$ cat src/rtl/arith_op_fsm.sv
// arith_op_fsm: control FSM for the UMIX arithmetic instructions
// (3 add, 4 mul, 5 div, 6 nand). It reads regB and regC from reg_bank,
// issues them to the alu, waits ALU_LAT cycles and writes the result to regA.
// Optional feature: define ARITH_DIVZERO_TRAP_EN to fault a divide by zero
// in EXEC (no write, err pulse) instead of writing the alu-defined value.
module arith_op_fsm #(
  parameter int unsigned DATA_W  = 32,
  parameter int unsigned NREGS   = 8,
  parameter int unsigned RSEL_W  = $clog2(NREGS),
  parameter int unsigned ALU_LAT = 1
) (
  input  logic              clk,
  input  logic              reset_n,
  input  logic              start,
  input  logic [3:0]        opcode,
  input  logic [RSEL_W-1:0] reg_a,
  input  logic [RSEL_W-1:0] reg_b,
  input  logic [RSEL_W-1:0] reg_c,
  input  logic [DATA_W-1:0] reg_rd_data,
  output logic [RSEL_W-1:0] reg_sel,
  output logic [DATA_W-1:0] reg_wdata,
  output logic              reg_we,
  output logic [DATA_W-1:0] alu_x,
  output logic [DATA_W-1:0] alu_y,
  output logic [1:0]        alu_s,
  input  logic [DATA_W-1:0] alu_out,
  output logic              busy,
  output logic              done,
  output logic              err
);

  localparam int unsigned CNT_W = 4;

  typedef enum logic [2:0] {
    IDLE = 3'd0,
    RD_B = 3'd1,
    RD_C = 3'd2,
    EXEC = 3'd3,
    WAIT = 3'd4,
    WB   = 3'd5
  } state_t;

  state_t             state;
  logic [RSEL_W-1:0]  a_q;
  logic [RSEL_W-1:0]  c_q;
  logic [1:0]         op_q;
  logic [DATA_W-1:0]  b_q;
  logic [CNT_W-1:0]   cnt;

  // Instruction sequencer; every output is set on entry to the state it belongs to.
  always_ff @(posedge clk or negedge reset_n) begin
    if (!reset_n) begin
      state     <= IDLE;
      a_q       <= '0;
      c_q       <= '0;
      op_q      <= '0;
      b_q       <= '0;
      cnt       <= '0;
      reg_sel   <= '0;
      reg_wdata <= '0;
      reg_we    <= 1'b0;
      alu_x     <= '0;
      alu_y     <= '0;
      alu_s     <= '0;
      busy      <= 1'b0;
      done      <= 1'b0;
      err       <= 1'b0;
    end else begin
      case (state)
        IDLE: begin
          if (start) begin
            busy <= 1'b1;
            a_q  <= reg_a;
            c_q  <= reg_c;
            case (opcode)
              4'd3: begin op_q <= 2'b00; reg_sel <= reg_b; state <= RD_B; end
              4'd4: begin op_q <= 2'b01; reg_sel <= reg_b; state <= RD_B; end
              4'd5: begin op_q <= 2'b10; reg_sel <= reg_b; state <= RD_B; end
              4'd6: begin op_q <= 2'b11; reg_sel <= reg_b; state <= RD_B; end
              default: begin
                // Unsupported opcode: one-cycle fault, no register write.
                done  <= 1'b1;
                err   <= 1'b1;
                state <= WB;
              end
            endcase
          end
        end
        RD_B: begin
          reg_sel <= c_q;
          state   <= RD_C;
        end
        RD_C: begin
          b_q   <= reg_rd_data;
          state <= EXEC;
        end
        EXEC: begin
          alu_x   <= b_q;
          alu_y   <= reg_rd_data;
          alu_s   <= op_q;
          reg_sel <= a_q;
          cnt     <= CNT_W'(ALU_LAT - 1);
          state   <= WAIT;
`ifdef ARITH_DIVZERO_TRAP_EN
          if (op_q == 2'b10 && reg_rd_data == '0) begin
            done  <= 1'b1;
            err   <= 1'b1;
            state <= WB;
          end
`endif
        end
        WAIT: begin
          if (cnt == '0) begin
            reg_wdata <= alu_out;
            reg_we    <= 1'b1;
            done      <= 1'b1;
            state     <= WB;
          end else begin
            cnt <= cnt - CNT_W'(1);
          end
        end
        WB: begin
          reg_we <= 1'b0;
          done   <= 1'b0;
          err    <= 1'b0;
          busy   <= 1'b0;
          state  <= IDLE;
        end
        default: state <= IDLE;
      endcase
    end
  end

endmodule

$ cat config.mk
export PLATFORM = sky130hd
export DESIGN_NAME = arith_op_fsm
export DESIGN_NICKNAME = d
export VERILOG_FILES = /design/src/rtl/arith_op_fsm.sv
export SDC_FILE = /design/constraint.sdc
export NUM_CORES = 1
export LEC_CHECK = 0
export CORE_MARGIN = 5
export CORE_UTILIZATION = 46
export CTS_CLUSTER_SIZE = 8
export DETAILED_ROUTE_END_ITERATION = 8
export GPL_ROUTABILITY_DRIVEN = 1
export PLACE_DENSITY = 0.87
export SKIP_LAST_GASP = 1
export SLEW_MARGIN = 15
export SYNTH_ARGS = -nofsm -noshare
export SYNTH_HDL_FRONTEND = slang
export SYNTH_SLANG_ARGS = --single-unit
$ cat constraint.sdc
create_clock -name clk -period 2.4 [get_ports clk]
set_input_delay 0.36 -clock clk [delete_from_list [all_inputs] [get_ports clk]]
set_output_delay 0.36 -clock clk [all_outputs]
set_load 0.02 [all_outputs]
==> flow_metrics.tcl, run 1 <==
set metrics [dict create \
    htreeDepth 4 \
    place_ws_ns 0.326 \
    p_per_area_nw_per_um2 1500 \
    clk_pin_slew_ns 0.06 \
    drtIter0Drc 188 \
    cts_buffers 17 \
    clock_skew_ns 0.00772 \
    io_pins 185 \
    grt_usage 0.180 \
    syn_nets 472 \
    postSynth.asyncResetShare 1.00 \
    clock_latency_ns 0.42 \
    grt_max_degree 62 \
    dp_cells 736 \
    wl_per_cell_um 17.1 \
    dieArea_um2 15200 \
    start_kind "flip-flop" \
    synth_edf_count 0 \
    placed_area_um2 7970 \
    clockBufferDepth 2 \
    cts.sinks 152 \
    synth_cell_types 34 \
    drc 0 \
    p_leak_nw 3.65 \
    netlist_instances 390 \
    critPathCaptureType "flip-flop" \
    numPortBuffers 184 \
    cts_root_buf "clkbuf_16" \
    ys_seq_elements 152 \
    hold_path.class "flip-flop to flip-flop" \
    ys.flop_type "dfrtp_1" \
    fin_crit_ns 1.92 \
    rsz0062_at_grt "no" \
    synth_top_area_cell "dfrtp_1" \
    reg2reg_slack_ns 0.48 \
    globalplace.congestion 0.787 \
    drv_slew 0 \
    max-slew-margin-rel 0.582 \
    nets 666 \
    yosys.area.top_type_share 0.642 \
    netlist_top_cells_area "dfrtp_1 64%, mux2_2 25%, nand2_1 1.8%" \
    worstPathRequired_ns 2.69 \
    fmax_mhz 521 \
    syn-cell-area_um2 5920 \
    fin_crit_sh 0.799 \
    worst_slack_ns 0.482 \
    start_util 0.469 \
    status "complete, no violations" \
    cts_resized 0 \
    ys_seq_area_frac 0.642 \
    die_x_um 123 \
    grt_overflow 0 \
    firstDrtPassIters 4 \
    vias_per_cell 4.98 \
    setup_violations 0 \
    coreArea_um2 12600 \
    diodes 0 \
    dp_hpwl_um 9480 \
    finalNonFillerCells 768 \
    vdd_ir_drop_max_mv 0.860 \
    totalWireLength_um 13100 \
    cts_tree "yes" \
    die_h_um 123 \
    final_cell_area_um2 8610 \
    ys_warn_count 0 \
    grt_pass1_wl_um 21100 \
    syn_area_per_cell_um2 15.2 \
    path_max_fanout 34 \
    arrival_ns 2.21 \
    area_growth_pct 45.5 \
    tightest_slew_ns 0.627 \
    fin_tns_setup_ns 0 \
    antenna_found_initial 0 \
    cap_viol_max_count 0 \
    hold_violations 0 \
    ant_nets 0 \
    drive_gt1_frac 0.295 \
    row_count 41 \
    first_global_vias 4248 \
    p_total_mw 12.9 \
    path_class "flip-flop to flip-flop" \
    vias 3826 \
]
cells in the mapped netlist, types with 2 or more instances:
master	count
a211oi_1	3
a21oi_1	7
buf_2	13
buf_6	2
clkbuf_1	3
dfrtp_1	152
ha_1	2
inv_1	4
mux2_2	130
mux2i_1	5
nand2_1	28
nand2b_1	2
nand3_1	4
nand3b_1	5
nor2_1	4
nor2b_1	3
o21ai_0	6
layout make-up:
type                    count  area, um^2
clock inverters            13         204
flip-flops and latches    152        3800
fillers                   897        4010
clock buffers              18         429
inverters                   4        15.0
repair buffers            194        1950
multi-input cells         215        2000
well taps                 172         215
power by group:
group          leakage, nW  internal, mW  switching [mW]
clock                0.298          1.83            1.00
combinational         1.54          3.01            2.50
sequential            1.81          3.85           0.715
total                 3.65          8.69            4.21
final timing paths:
| check | to | from | cells after the start |
|---|---|---|---|
| setup / recovery | reg_wdata[16] | state[1] | 4 |
| hold / removal | c_q[2] | c_q[2] | 2 |
| setup reg to reg | reg_wdata[16] | state[1] | 4 |
| hold reg to reg | c_q[2] | c_q[2] | 2 |
| max in group asynchronous | reg_wdata[17] | reset_n | 3 |
| min in group asynchronous | alu_x[7] | reset_n | 2 |
routing by layer:
layer  track usage  vias up  part of all wire
li1              -     1752                 -
met1         0.205     1933              0.38
met2         0.306      119              0.54
met3        0.0622       22             0.064
met4        0.0768        0             0.022
met5             0        -                 0
worst max-delay path: stages (launching register included):
cell	delay [ns]
dfrtp_1	0.74
nor2_2	0.14
nand3_1	0.13
buf_4	0.38
mux2_2	0.39
cells in the final DEF, fill, tap and decap left out, types with 2 or more instances in the layout:
cell	instances
a21oi_1	7
nand3_1	4
nor2b_1	3
nand2b_1	2
mux2_2	130
clkinv_2	3
buf_4	7
dfrtp_1	152
clkdlybuf4s50_1	183
nand2_1	28
nand3b_1	5
nor2_1	4
buf_12	2
clkbuf_16	17
mux2i_1	5
o21ai_0	6
clkinvlp_4	4
bufinv_16	5
inv_1	4
ha_1	2
a211oi_1	3
cells by family (layout without fill, tap and decap cells):
| group | after synthesis | count (layout) | synth area share |
|---|---|---|---|
| buffers and inverters | 23 | 229 | 0.0205 |
| muxes | 135 | 135 | 0.256 |
| xor gates and xnor gates | 1 | 1 | 0.00148 |
| AOI/OAI and AO/OA | 23 | 23 | 0.0262 |
| DFF | 152 | 152 | 0.642 |
| adders and majority gates | 2 | 2 | 0.00423 |
| and+or+nand+nor | 54 | 54 | 0.0495 |
metrics by stage:
stage | util | hold slack, ns
floorplan | - | 0.0644
global placement | 0.632 | 0.366
detailed placement | 0.632 | 0.374
CTS | 0.683 | 0.472
global route | 0.683 | 0.491
finish | 0.683 | 0.468
flip-flops by register name, summed over array words and instances, names as in the netlist:
| register | cells |
|---|---|
| alu_x | 32 |
| alu_y | 32 |
| b_q | 32 |
| reg_wdata | 32 |
| cnt | 4 |
| a_q | 3 |
| c_q | 3 |
| reg_sel | 3 |
| state | 3 |
| alu_s | 2 |
| op_q | 2 |
| busy | 1 |
| done | 1 |
| err | 1 |
| reg_we | 1 |
timing repair:
item                      4_1_cts  5_1_grt
hold buffers                    1        0
buffers inserted                0        0
hold endpoints to repair       58        0
(Power assumes the default switching activity.)
==> inputs of run 2 (changes only) <==
--- a/config.mk
+++ b/config.mk
@@ -6,11 +6,11 @@
 export NUM_CORES = 1
 export LEC_CHECK = 0
 export CORE_MARGIN = 5
-export CORE_UTILIZATION = 46
+export CORE_UTILIZATION = 42
 export CTS_CLUSTER_SIZE = 8
 export DETAILED_ROUTE_END_ITERATION = 8
 export GPL_ROUTABILITY_DRIVEN = 1
-export PLACE_DENSITY = 0.87
+export PLACE_DENSITY = 0.84
 export SKIP_LAST_GASP = 1
 export SLEW_MARGIN = 15
 export SYNTH_ARGS = -nofsm -noshare
==> constraint.sdc (replaced) <==
create_clock -name clk -period 1.7 [get_ports clk]
set_input_delay 0.255 -clock clk [delete_from_list [all_inputs] [get_ports clk]]
set_output_delay 0.255 -clock clk [all_outputs]
set_load 0.02 [all_outputs]
==> flow_metrics.tcl, run 2 (synthesis results as in run 1) <==
set metrics [dict create \
    dp_hpwl_um 9570 \
    gr-usage-met2 0.282 \
    grt_pass1_wl_um 21700 \
    start_kind "flip-flop" \
    grt_use_met1 0.192 \
    vdd_ir_drop_max_mv 1.09 \
    mostFrequentLayoutCells "170 x clkdlybuf4s50_1, 151 x dfrtp_1, 130 x mux2_2, 28 x nand2_1, 19 x clkbuf_16" \
    coreArea_um2 13800 \
    met3_usage 0.0639 \
    hold_violations 0 \
    wl_per_cell_um 17.4 \
    place_ws_ns -0.170 \
    area_growth_pct 48.9 \
    clk_pin_slew_ns 0.06 \
    fin_crit_sh 1.00 \
    io_pins 185 \
    reg2reg_slack_ns -0.005 \
    dp_cells 752 \
    ant_nets 0 \
    p_per_area_nw_per_um2 2050 \
    vias 3897 \
    clock_skew_ns 0.0103 \
    multi_input_area_um2 2050 \
    status "finished, violations left" \
    grt_usage 0.166 \
    globalplace.congestion 0.844 \
    drc 0 \
    cap_viol_max_count 0 \
    p_sw_mw 6.00 \
    path_max_fanout 9 \
    antenna_found_initial 0 \
    cts_tree "yes" \
    grt_overflow 0 \
    max-slew-margin-rel 0.750 \
    vias_per_cell 4.94 \
    rsz0062_at_grt "yes" \
    crit_path_end "reg_wdata[14]" \
    drtIter0Drc 159 \
    path_class "flip-flop to flip-flop" \
    drv_slew 0 \
    diodes 0 \
    first_global_vias 4278 \
    htreeDepth 4 \
    arrival_ns 2.00 \
    cts_buffers 17 \
    clock_latency_ns 0.41 \
    regArea_um2 3800 \
    rr_startpoint "cnt[1]" \
    p_int_mw 12.1 \
    firstDrtPassIters 5 \
    drive_gt1_frac 0.317 \
    nets 679 \
    fin_crit_ns 1.71 \
    cts_root_buf "clkbuf_16" \
    seqPwrFrac 0.351 \
    violations "setup timing" \
    start_util 0.428 \
    worstPathRequired_ns 2.00 \
    rr_endpoint "reg_wdata[14]" \
    worst_slack_ns -0.00543 \
    clockBufferDepth 2 \
    whs_ns 0.324 \
    critPathCaptureType "flip-flop" \
    cts.sinks 152 \
    die_x_um 129 \
    p_leak_nw 3.86 \
    clkPwrFrac 0.195 \
    totalWireLength_um 13700 \
    grt_busiest_layer "met2" \
    fin_tns_setup_ns -0.00543 \
    hold_path.class "primary input to async pin" \
    crit_start "cnt[1]" \
    die_h_um 129 \
    power_frac_comb 0.453 \
    rr_worst_depth 6 \
    swShare 0.332 \
    tightest_slew_ns 0.375 \
    dieArea_um2 16600 \
    p_total_mw 18.1 \
    row_count 43 \
    fmax_mhz 586 \
    finalNonFillerCells 789 \
    n_fill_cell 964 \
    setup_violations 1 \
    final_common_cell "clkdlybuf4s50_1" \
    grt_max_degree 51 \
    numPortBuffers 184 \
]
## run 2: repair_timing
| action | CTS | global route |
|---|---|---|
| hold buffers | 1 | 0 |
| gates cloned | 0 | 3 |
| endpoints found under the hold margin | 37 | 0 |
| resized for setup | 1 | 22 |
| setup buffers | 0 | 2 |
| setup endpoints to repair | 33 | 48 |
## run 2: power by group through the flow
stage,Clock (mW),Sequential (mW),Combinational (mW)
4_1_cts,3.62,6.37,8.16
2_1_floorplan,0,7.81,2.92
5_1_grt,3.77,6.59,8.71
3_5_place_dp,0,6.41,8.13
3_3_place_gp,0,6.30,7.91
6_report,3.53,6.35,8.19
## run 2: worst max-delay path, cell delays in order, from the launching register on
cell,delay [ns]
dfrtp_1,0.40
inv_1,0.13
ha_4,0.14
nor3b_4,0.24
nand3_4,0.17
clkbuf_16,0.22
mux2_2,0.28
## run 2: through the flow
stage,utilization,instance area [um^2]
floorplan,-,5920
global placement,0.585,8090
detailed placement,0.585,8090
CTS,0.627,8670
global route,0.638,8820
finish,0.638,8820
## run 2: worst min path at each step
stage / to / slack (ns) / from / depth (start not counted)
6_report: alu_y[15] / 0.32 / reset_n / 2
5_1_grt: alu_y[13] / 0.36 / reset_n / 2
4_1_cts: alu_y[15] / 0.32 / reset_n / 2
3_5_place_dp: alu_y[16] / 0.19 / reset_n / 1
3_3_place_gp: alu_y[15] / 0.18 / reset_n / 1
2_1_floorplan: a_q[0] / -0.04 / reset_n / 0
## run 2: area by class of cell
type	count	share of cell area
multi-input cells	215	0.232
clock buffers	24	0.0558
clock inverters	7	0.00781
flip-flops and latches	152	0.432
inverters	4	0.00170
repair buffers	207	0.246
well taps	180	0.0255
## run 2: layer usage
metal	vias up	share of wire	wire length, um
met2	114	0.52	7200
met1	1968	0.39	5360
met3	21	0.071	977
met5	-	0	0
met4	0	0.014	192
li1	1794	-	-
==> inputs of run 3 (changes only) <==
--- a/config.mk
+++ b/config.mk
@@ -6,11 +6,11 @@
 export NUM_CORES = 1
 export LEC_CHECK = 0
 export CORE_MARGIN = 5
-export CORE_UTILIZATION = 42
-export CTS_CLUSTER_SIZE = 8
+export CORE_UTILIZATION = 49
+export CTS_CLUSTER_SIZE = 12
 export DETAILED_ROUTE_END_ITERATION = 8
 export GPL_ROUTABILITY_DRIVEN = 1
-export PLACE_DENSITY = 0.84
+export PLACE_DENSITY = 0.92
 export SKIP_LAST_GASP = 1
 export SLEW_MARGIN = 15
 export SYNTH_ARGS = -nofsm -noshare
==> constraint.sdc (replaced) <==
create_clock -name clk -period 2.2 [get_ports clk]
set_input_delay 0.33 -clock clk [delete_from_list [all_inputs] [get_ports clk]]
set_output_delay 0.33 -clock clk [all_outputs]
set_load 0.02 [all_outputs]
==> flow_metrics.tcl, run 3 (synthesis results as in run 1) <==
set metrics [dict create \
    drc 0 \
    slowest_delay_ns 0.40 \
    cts.sinks 152 \
    worstPathRequired_ns 2.49 \
    row_count 40 \
    die_h_um 120 \
    p_per_area_nw_per_um2 1640 \
    rsz0062_at_grt "no" \
    cp_slowest_cell "dfrtp_1" \
    grt_usage 0.199 \
    grt_pass1_wl_um 22500 \
    clockBufferDepth 2 \
    crit_path_cell_trace "inv_1 > ha_1 > nor3b_1 > nand3_1 > buf_4 > mux2_2" \
    die_x_um 120 \
    ant_nets 0 \
    whs_ns 0.466 \
    start_kind "flip-flop" \
    fin_crit_ns 1.83 \
    cap_viol_max_count 0 \
    max-slew-margin-rel 0.697 \
    p_sw_mw 4.65 \
    cts_buffers 17 \
    power_frac_comb 0.435 \
    tightest_slew_ns 0.454 \
    firstDrtPassIters 4 \
    htreeDepth 4 \
    cts_tree "yes" \
    final_common_cell "clkdlybuf4s50_1" \
    arrival_ns 2.12 \
    first_global_vias 4363 \
    cts_setup_buffers 0 \
    clock_latency_ns 0.41 \
    p_leak_nw 3.66 \
    n_fill_cell 765 \
    ctsHoldBuffers 1 \
    vdd_ir_drop_max_mv 0.999 \
    seqPwrFrac 0.355 \
    drv_slew 0 \
    clk_pin_slew_ns 0.06 \
    io_pins 185 \
    clock_skew_ns 0.00715 \
    grt_max_degree 77 \
    dieArea_um2 14400 \
    numPortBuffers 184 \
    start_util 0.497 \
    p_total_mw 14.1 \
    clkPwrFrac 0.210 \
    totalWireLength_um 13700 \
    antenna_found_initial 0 \
    coreArea_um2 11900 \
    nets 667 \
    vias 3847 \
    globalplace.congestion 0.777 \
    cts_root_buf "clkbuf_16" \
    critPathCaptureType "flip-flop" \
    setup_violations 0 \
    drtIter0Drc 170 \
    fin_tns_setup_ns 0 \
    hold_path.class "primary input to flip-flop" \
    mostFrequentLayoutCells "183 x clkdlybuf4s50_1, 152 x dfrtp_1, 130 x mux2_2, 28 x nand2_1, 17 x clkbuf_16" \
    fin_crit_sh 0.832 \
    swShare 0.331 \
    drive_gt1_frac 0.295 \
    area_growth_pct 45.0 \
    fmax_mhz 546 \
    path_class "flip-flop to flip-flop" \
    p_int_mw 9.40 \
    status "complete, no violations" \
    path_max_fanout 34 \
    vias_per_cell 5.18 \
    hold_violations 0 \
    cts_resized 0 \
    grt_overflow 0 \
    dp_hpwl_um 9740 \
    wl_per_cell_um 18.5 \
    diodes 0 \
]
## run 3: final cells by class
class | count | area, um^2 | area share
multi-input combinational | 215 | 2000 | 0.233
clock inverter | 8 | 120 | 0.0140
tap | 147 | 184 | 0.0214
timing repair buffer | 195 | 1980 | 0.230
sequential | 152 | 3800 | 0.443
inverter | 4 | 15.0 | 0.00175
clock buffer | 22 | 484 | 0.0564
## run 3: path summary, 6_finish.rpt
check,from,end,slack [ns],cells past startpoint
max in group asynchronous,reset_n,reg_wdata[13],1.37,3
worst max register to register,cnt[0],reg_wdata[10],0.37,6
worst min register to register,a_q[2],a_q[2],0.49,2
min in group asynchronous,reset_n,alu_x[4],0.50,3
worst max-delay path,cnt[0],reg_wdata[10],0.37,6
worst min-delay path,reg_a[2],a_q[2],0.47,3
## run 3: critical path, delay by kind of cell, from the launching register on
kind / cells / cell delay, ns
adders and majority gates: 1 / 0.14
buffers and inverters: 2 / 0.38
muxes: 1 / 0.33
and+or+nand+nor: 2 / 0.43
DFF: 1 / 0.40
## run 3: per-layer routing
metal,GRT usage,vias to the layer above,routed length [um]
met5,0,-,0
met2,0.353,111,7420
met4,0.0780,0,323
met3,0.0683,24,840
li1,-,1759,-
met1,0.218,1953,5140
## run 3: power by group through the flow
stage / clock, mW / combinational, mW / sequential (mW)
floorplan: 0 / 2.26 / 6.03
global placement: 0 / 5.97 / 4.89
detailed placement: 0 / 6.15 / 5.02
CTS: 3.00 / 6.21 / 5.00
global route: 3.13 / 6.47 / 5.17
finish: 2.95 / 6.11 / 4.99
## run 3: stage by stage
stage | utilization | instance area, um^2 | setup slack (ns) | cells
3_5_place_dp | 0.669 | 7970 | 0.175 | 712
3_3_place_gp | 0.669 | 7970 | 0.236 | 712
4_1_cts | 0.721 | 8590 | 0.370 | 743
6_report | 0.721 | 8590 | 0.369 | 743
5_1_grt | 0.721 | 8590 | 0.254 | 743
2_1_floorplan | - | 5920 | 0.547 | 390
